## src/rtl/microcode_dispatch.sv

```systemverilog
// microcode_dispatch: fetches an instruction word, issues its opcode to the
// microcode sequencer with a one-cycle sos pulse, waits for eos, advances pc.
// Optional WAIT-state watchdog: define MICROCODE_DISPATCH_WATCHDOG_EN.
module microcode_dispatch #(
   parameter int unsigned PC_WIDTH = 8,
   parameter int unsigned TIMEOUT  = 64
) (
   input  logic                clk,
   input  logic                rst,
   input  logic                run,
   output logic                imem_req,
   output logic [PC_WIDTH-1:0] imem_addr,
   input  logic [31:0]         imem_data,
   input  logic                imem_valid,
   output logic [5:0]          opcode,
   output logic                sos,
   input  logic                eos,
   input  logic                pc_ld,
   input  logic [PC_WIDTH-1:0] pc_ld_val,
   output logic [PC_WIDTH-1:0] pc,
   output logic                busy,
   output logic                halted,
   output logic                fault
);

   localparam logic [5:0] HALT_OPCODE = 6'h3F;

   typedef enum logic [2:0] {
      S_IDLE  = 3'd0,
      S_FETCH = 3'd1,
      S_ISSUE = 3'd2,
      S_WAIT  = 3'd3,
      S_HALT  = 3'd4,
      S_FAULT = 3'd5
   } state_t;

   state_t              state;
   state_t              state_nxt;
   logic [31:0]         ir;
   logic [31:0]         ir_nxt;
   logic [PC_WIDTH-1:0] pc_nxt;
   logic [PC_WIDTH-1:0] pc_adv;
   logic                ir_unused;

`ifdef MICROCODE_DISPATCH_WATCHDOG_EN
   localparam int unsigned CNT_WIDTH = (TIMEOUT < 2) ? 1 : $clog2(TIMEOUT);
   localparam logic [CNT_WIDTH-1:0] CNT_LAST = CNT_WIDTH'(TIMEOUT - 1);

   logic [CNT_WIDTH-1:0] wd_cnt;
   logic [CNT_WIDTH-1:0] wd_cnt_nxt;
`else
   localparam int unsigned timeout_unused = TIMEOUT;
`endif

   // Only the opcode field drives the sequencer; the rest of ir is held for completeness.
   assign ir_unused = ^ir[25:0];
   assign opcode    = ir[31:26];
   assign imem_addr = pc;

   // Next sequential pc: redirect target or pc + 4, wrapping at 2^PC_WIDTH.
   assign pc_adv = pc_ld ? pc_ld_val : pc + PC_WIDTH'(4);

   // Next-state, ir capture, pc update and watchdog count.
   always_comb begin
      state_nxt = state;
      ir_nxt    = ir;
      pc_nxt    = pc;
`ifdef MICROCODE_DISPATCH_WATCHDOG_EN
      wd_cnt_nxt = wd_cnt;
`endif
      case (state)
         S_IDLE: begin
            if (run) state_nxt = S_FETCH;
         end
         S_FETCH: begin
            if (imem_valid) begin
               ir_nxt    = imem_data;
               state_nxt = (imem_data[31:26] == HALT_OPCODE) ? S_HALT : S_ISSUE;
            end
         end
         S_ISSUE, S_WAIT: begin
            if (eos) begin
               pc_nxt    = pc_adv;
               state_nxt = run ? S_FETCH : S_IDLE;
            end else if (state == S_ISSUE) begin
               state_nxt = S_WAIT;
`ifdef MICROCODE_DISPATCH_WATCHDOG_EN
               wd_cnt_nxt = '0;
`endif
            end
`ifdef MICROCODE_DISPATCH_WATCHDOG_EN
            else if (wd_cnt == CNT_LAST) begin
               state_nxt = S_FAULT;
            end else begin
               wd_cnt_nxt = wd_cnt + CNT_WIDTH'(1);
            end
`endif
         end
         S_HALT, S_FAULT: begin
            state_nxt = state;
         end
         default: begin
            state_nxt = S_IDLE;
         end
      endcase
   end

   // State register and registered status outputs decoded from the next state.
   always_ff @(posedge clk) begin
      if (rst) begin
         state    <= S_IDLE;
         pc       <= '0;
         ir       <= '0;
         imem_req <= 1'b0;
         sos      <= 1'b0;
         busy     <= 1'b0;
         halted   <= 1'b0;
      end else begin
         state    <= state_nxt;
         pc       <= pc_nxt;
         ir       <= ir_nxt;
         imem_req <= (state_nxt == S_FETCH);
         sos      <= (state_nxt == S_ISSUE);
         busy     <= (state_nxt == S_FETCH) || (state_nxt == S_ISSUE) || (state_nxt == S_WAIT);
         halted   <= (state_nxt == S_HALT);
      end
   end

`ifdef MICROCODE_DISPATCH_WATCHDOG_EN
   // Watchdog counter and sticky fault flag.
   always_ff @(posedge clk) begin
      if (rst) begin
         wd_cnt <= '0;
         fault  <= 1'b0;
      end else begin
         wd_cnt <= wd_cnt_nxt;
         fault  <= (state_nxt == S_FAULT);
      end
   end
`else
   assign fault = 1'b0;
`endif

endmodule

```

## config.mk

```make
export PLATFORM = sky130hd
export DESIGN_NAME = microcode_dispatch
export DESIGN_NICKNAME = d
export VERILOG_FILES = /design/src/rtl/microcode_dispatch.sv
export SDC_FILE = /design/constraint.sdc
export NUM_CORES = 1
export LEC_CHECK = 0
export ABC_AREA = 0
export BUFFER_PORTS_ARGS = -buffer_cell sky130_fd_sc_hd__buf_4
export CORE_MARGIN = 8
export CORE_UTILIZATION = 37
export DETAILED_ROUTE_END_ITERATION = 8
export GPL_ROUTABILITY_DRIVEN = 0
export PLACE_DENSITY_LB_ADDON = 0.2
export SKIP_CTS_REPAIR_TIMING = 1
export SYNTH_ARGS = -nofsm -noshare
export SYNTH_HDL_FRONTEND = slang
export SYNTH_SLANG_ARGS = --single-unit
```

## constraint.sdc

```tcl
create_clock -name clk -period 1.2 [get_ports clk]
set_input_delay 0.36 -clock clk [delete_from_list [all_inputs] [get_ports clk]]
set_output_delay 0.36 -clock clk [all_outputs]
set_load 0.02 [all_outputs]
```

==> results.md <==
- Total Power: about 0.0014 W
- Share of post-route cells with drive strength above 1: 57.0%
- Post-synth top area cell: dfxtp_1
- Max-slew violations: 0
- CTS tree: done
- Clk sinks: 21
- Port bufs: 45
- Hold Vio Cnt, Final: 0
- Cts bufs inserted: 3
- Aggregate global routing overflow: 0
- CP Data Required Time: approximately 0.84 ns
- Avg Inst Size Synth: 8.46 sq um
- Period utilisation layout: 107%
- Fillers: approximately 250
- Main synth FF type: dfxtp_1
- Starting Density: between 30% and 40%
- Max VDD drop: 0.674 mV
- Clk buf depth: 2
- Class of the worst hold path: input port to register
- Initial DRC count: 52
- Routed Antenna Nets: 0
- Final clock skew: around 0.0087 ns
- Number of I/O pins: 73
- Tot GR Track Use: between 10% and 20%
- Residual DRC: 0
- Die area: 4850 sq um
- Number of global-route vias before repair: ~970
- CP max FO: 4
- Core area: approximately 2800 sq um
- Largest net degree at the start of global routing: 24
- Tmin final: between 1 and 1.5 ns
- Final setup fails: 8
- Fin worst setup slack: -0.0856 ns
- Area post-placement: approximately 1400 sq um
- Pre-Repair DR Iteration Count: 5
- Yosys warns: 0
- Crit. End Element: primary output
- Synth Net Count: roughly 170
- First-pass GRT wire length: about 4600 microns
- CTS Root Cell: clkbuf_4
- # diodes: 0
- Outcome: finished, violations left
- Pleak: just over 0.7 nW
- Htree depth: 1
- Synth top area cells: dfxtp_1, buf_4, nand2_1
- Share of the yosys chip area belonging to registers: 39.4%
- DRT Wirelength: between 2000 and 3000 microns
- Async S/R FF share, synth: 0%
- Worst Path Arrival: 0.93 ns
- HPWL after detailed placement: about 2200 microns
- Area grow syn2layout: 58.2%
- Die X-Extent: approximately 70 microns
- RSZ-0062 raised after global routing: true
- Initial antenna violation count: 0
- Number of synthesized flops with an enable pin: 0
- Via count: ~1100
- Num rows: 19
- Max Cap Viol: 0
- Worst setup SP type: register
- Top-area cell type share of the netlist area: between 30% and 40%
- Area of the multi-input gates: 583 sq um
- Unique masters post-synth: 38
- WL/cell: 14.1 microns
- Synthesis-stage register bit count: 21
- Sequential cell area: 463 sq um
- Post-DR vias/cell: around 5.0
- Clk Latency, worst-skew pair: between 0.3 and 0.4 ns
- Clock slew at reported path FFs: between 0.1 and 0.15 ns
- Pwr/cell area: around 800 nW/um^2
- Failing checks: negative setup slack
- Final Cell Area: between 1500 and 2000 sq um
- Nets@finish: 227
- FMAX: 778 MHz
- Worst Setup Path Type: register to primary output
- Mapped Area: roughly 1100 sq um
- Height of the chip: about 70 microns
- Cells after Synth: between 100 and 150
## synthesized netlist by cell type (all sizes together) (2+ instances only)
cell,number
a21oi,10
o31a,3
dfxtp,21
a31oi,3
clkbuf,3
o21ai,9
nand3,6
nor3,3
nor2,4
nor2b,4
nand2,20
buf,14
nor3b,4
nand3b,2
## cells by family (layout without fill, tap and decap cells)
family	Yosys count	count (layout)	synth area share, %
adder cells (fa/ha/maj)	1	1	1.17
buffers and inverters	18	71	10.8
AO/OA/AOI/OAI	29	29	17.1
AND/OR/NAND/NOR	55	55	30.2
multiplexers	1	1	0.939
other	1	1	0.352
flip-flops	21	21	39.4
## metrics by stage
| step | util, % | instances | setup slack [ns] | setup TNS (ns) | hold slack, ns |
|---|---|---|---|---|---|
| after floorplan | - | 126 | -0.0123 | -0.0198 | 0.496 |
| after global placement | 52.5 | 200 | -0.0902 | -0.300 | 0.444 |
| after detailed placement | 52.5 | 200 | -0.170 | -0.502 | 0.447 |
| after CTS | 53.5 | 204 | -0.180 | -1.83 | 0.285 |
| after global routing | 61.2 | 210 | -0.132 | -1.19 | 0.261 |
| final | 61.2 | 210 | -0.0856 | -0.368 | 0.295 |
## sequential cells by signal, indices dropped and copies added (netlist names)
name       cells
busy           1
imem_addr      8
imem_req       1
halted         1
state          3
ir             6
sos            1
## routing by layer
metal,vias to the layer above,wire [microns],track usage (%)
li1,539,-,-
met1,481,1330,14.1
met2,31,1420,16.7
met3,2,193,4.58
met4,0,15,4.69
met5,-,0,0
## area by class of cell
class	instances	share of cell area, %
flip-flops and latches	21	27.4
repair buffers	66	33.8
clock inverters	1	0.297
clock buffers	3	1.34
well taps	31	2.30
multi-input cells	87	34.6
inverters	1	0.223
## path summary, 6_finish.rpt
kind / from / end / slack, ns / cells past startpoint
max: imem_addr[2] / pc[2] / -0.09 / 2
min: imem_data[30] / ir[30] / 0.30 / 3
max reg2reg: imem_addr[2] / imem_addr[6] / -0.03 / 5
min reg2reg: ir[28] / ir[28] / 0.46 / 2
## cells in the final DEF (no fill, tap or decap), types with 4 or more instances in the layout
cell     netlist  routed
nand3_1        6       5
buf_4         10      46
o21ai_0        9       5
dfxtp_2        0      10
a21oi_1       10      10
dfxtp_4        0       8
nor2_1         4       4
o21ai_1        0       4
nand2_1       20      20
buf_6          1      20
## report_power, final
| group | internal (W) | switching [W] | total, W |
|---|---|---|---|
| Combinational | 0.000167 | 0.000144 | 0.000311 |
| Sequential | 0.000713 | 0.0000211 | 0.000734 |
| Clock | 0.000124 | 0.000221 | 0.000346 |
| Total | 0.00100 | 0.000387 | 0.00139 |
## critical path, stage by stage, from the launching register on
cell,delay [ns]
dfxtp_4,0.38
buf_6,0.12
buf_6,0.12
Note: power is estimated with default switching activity, not from simulation.
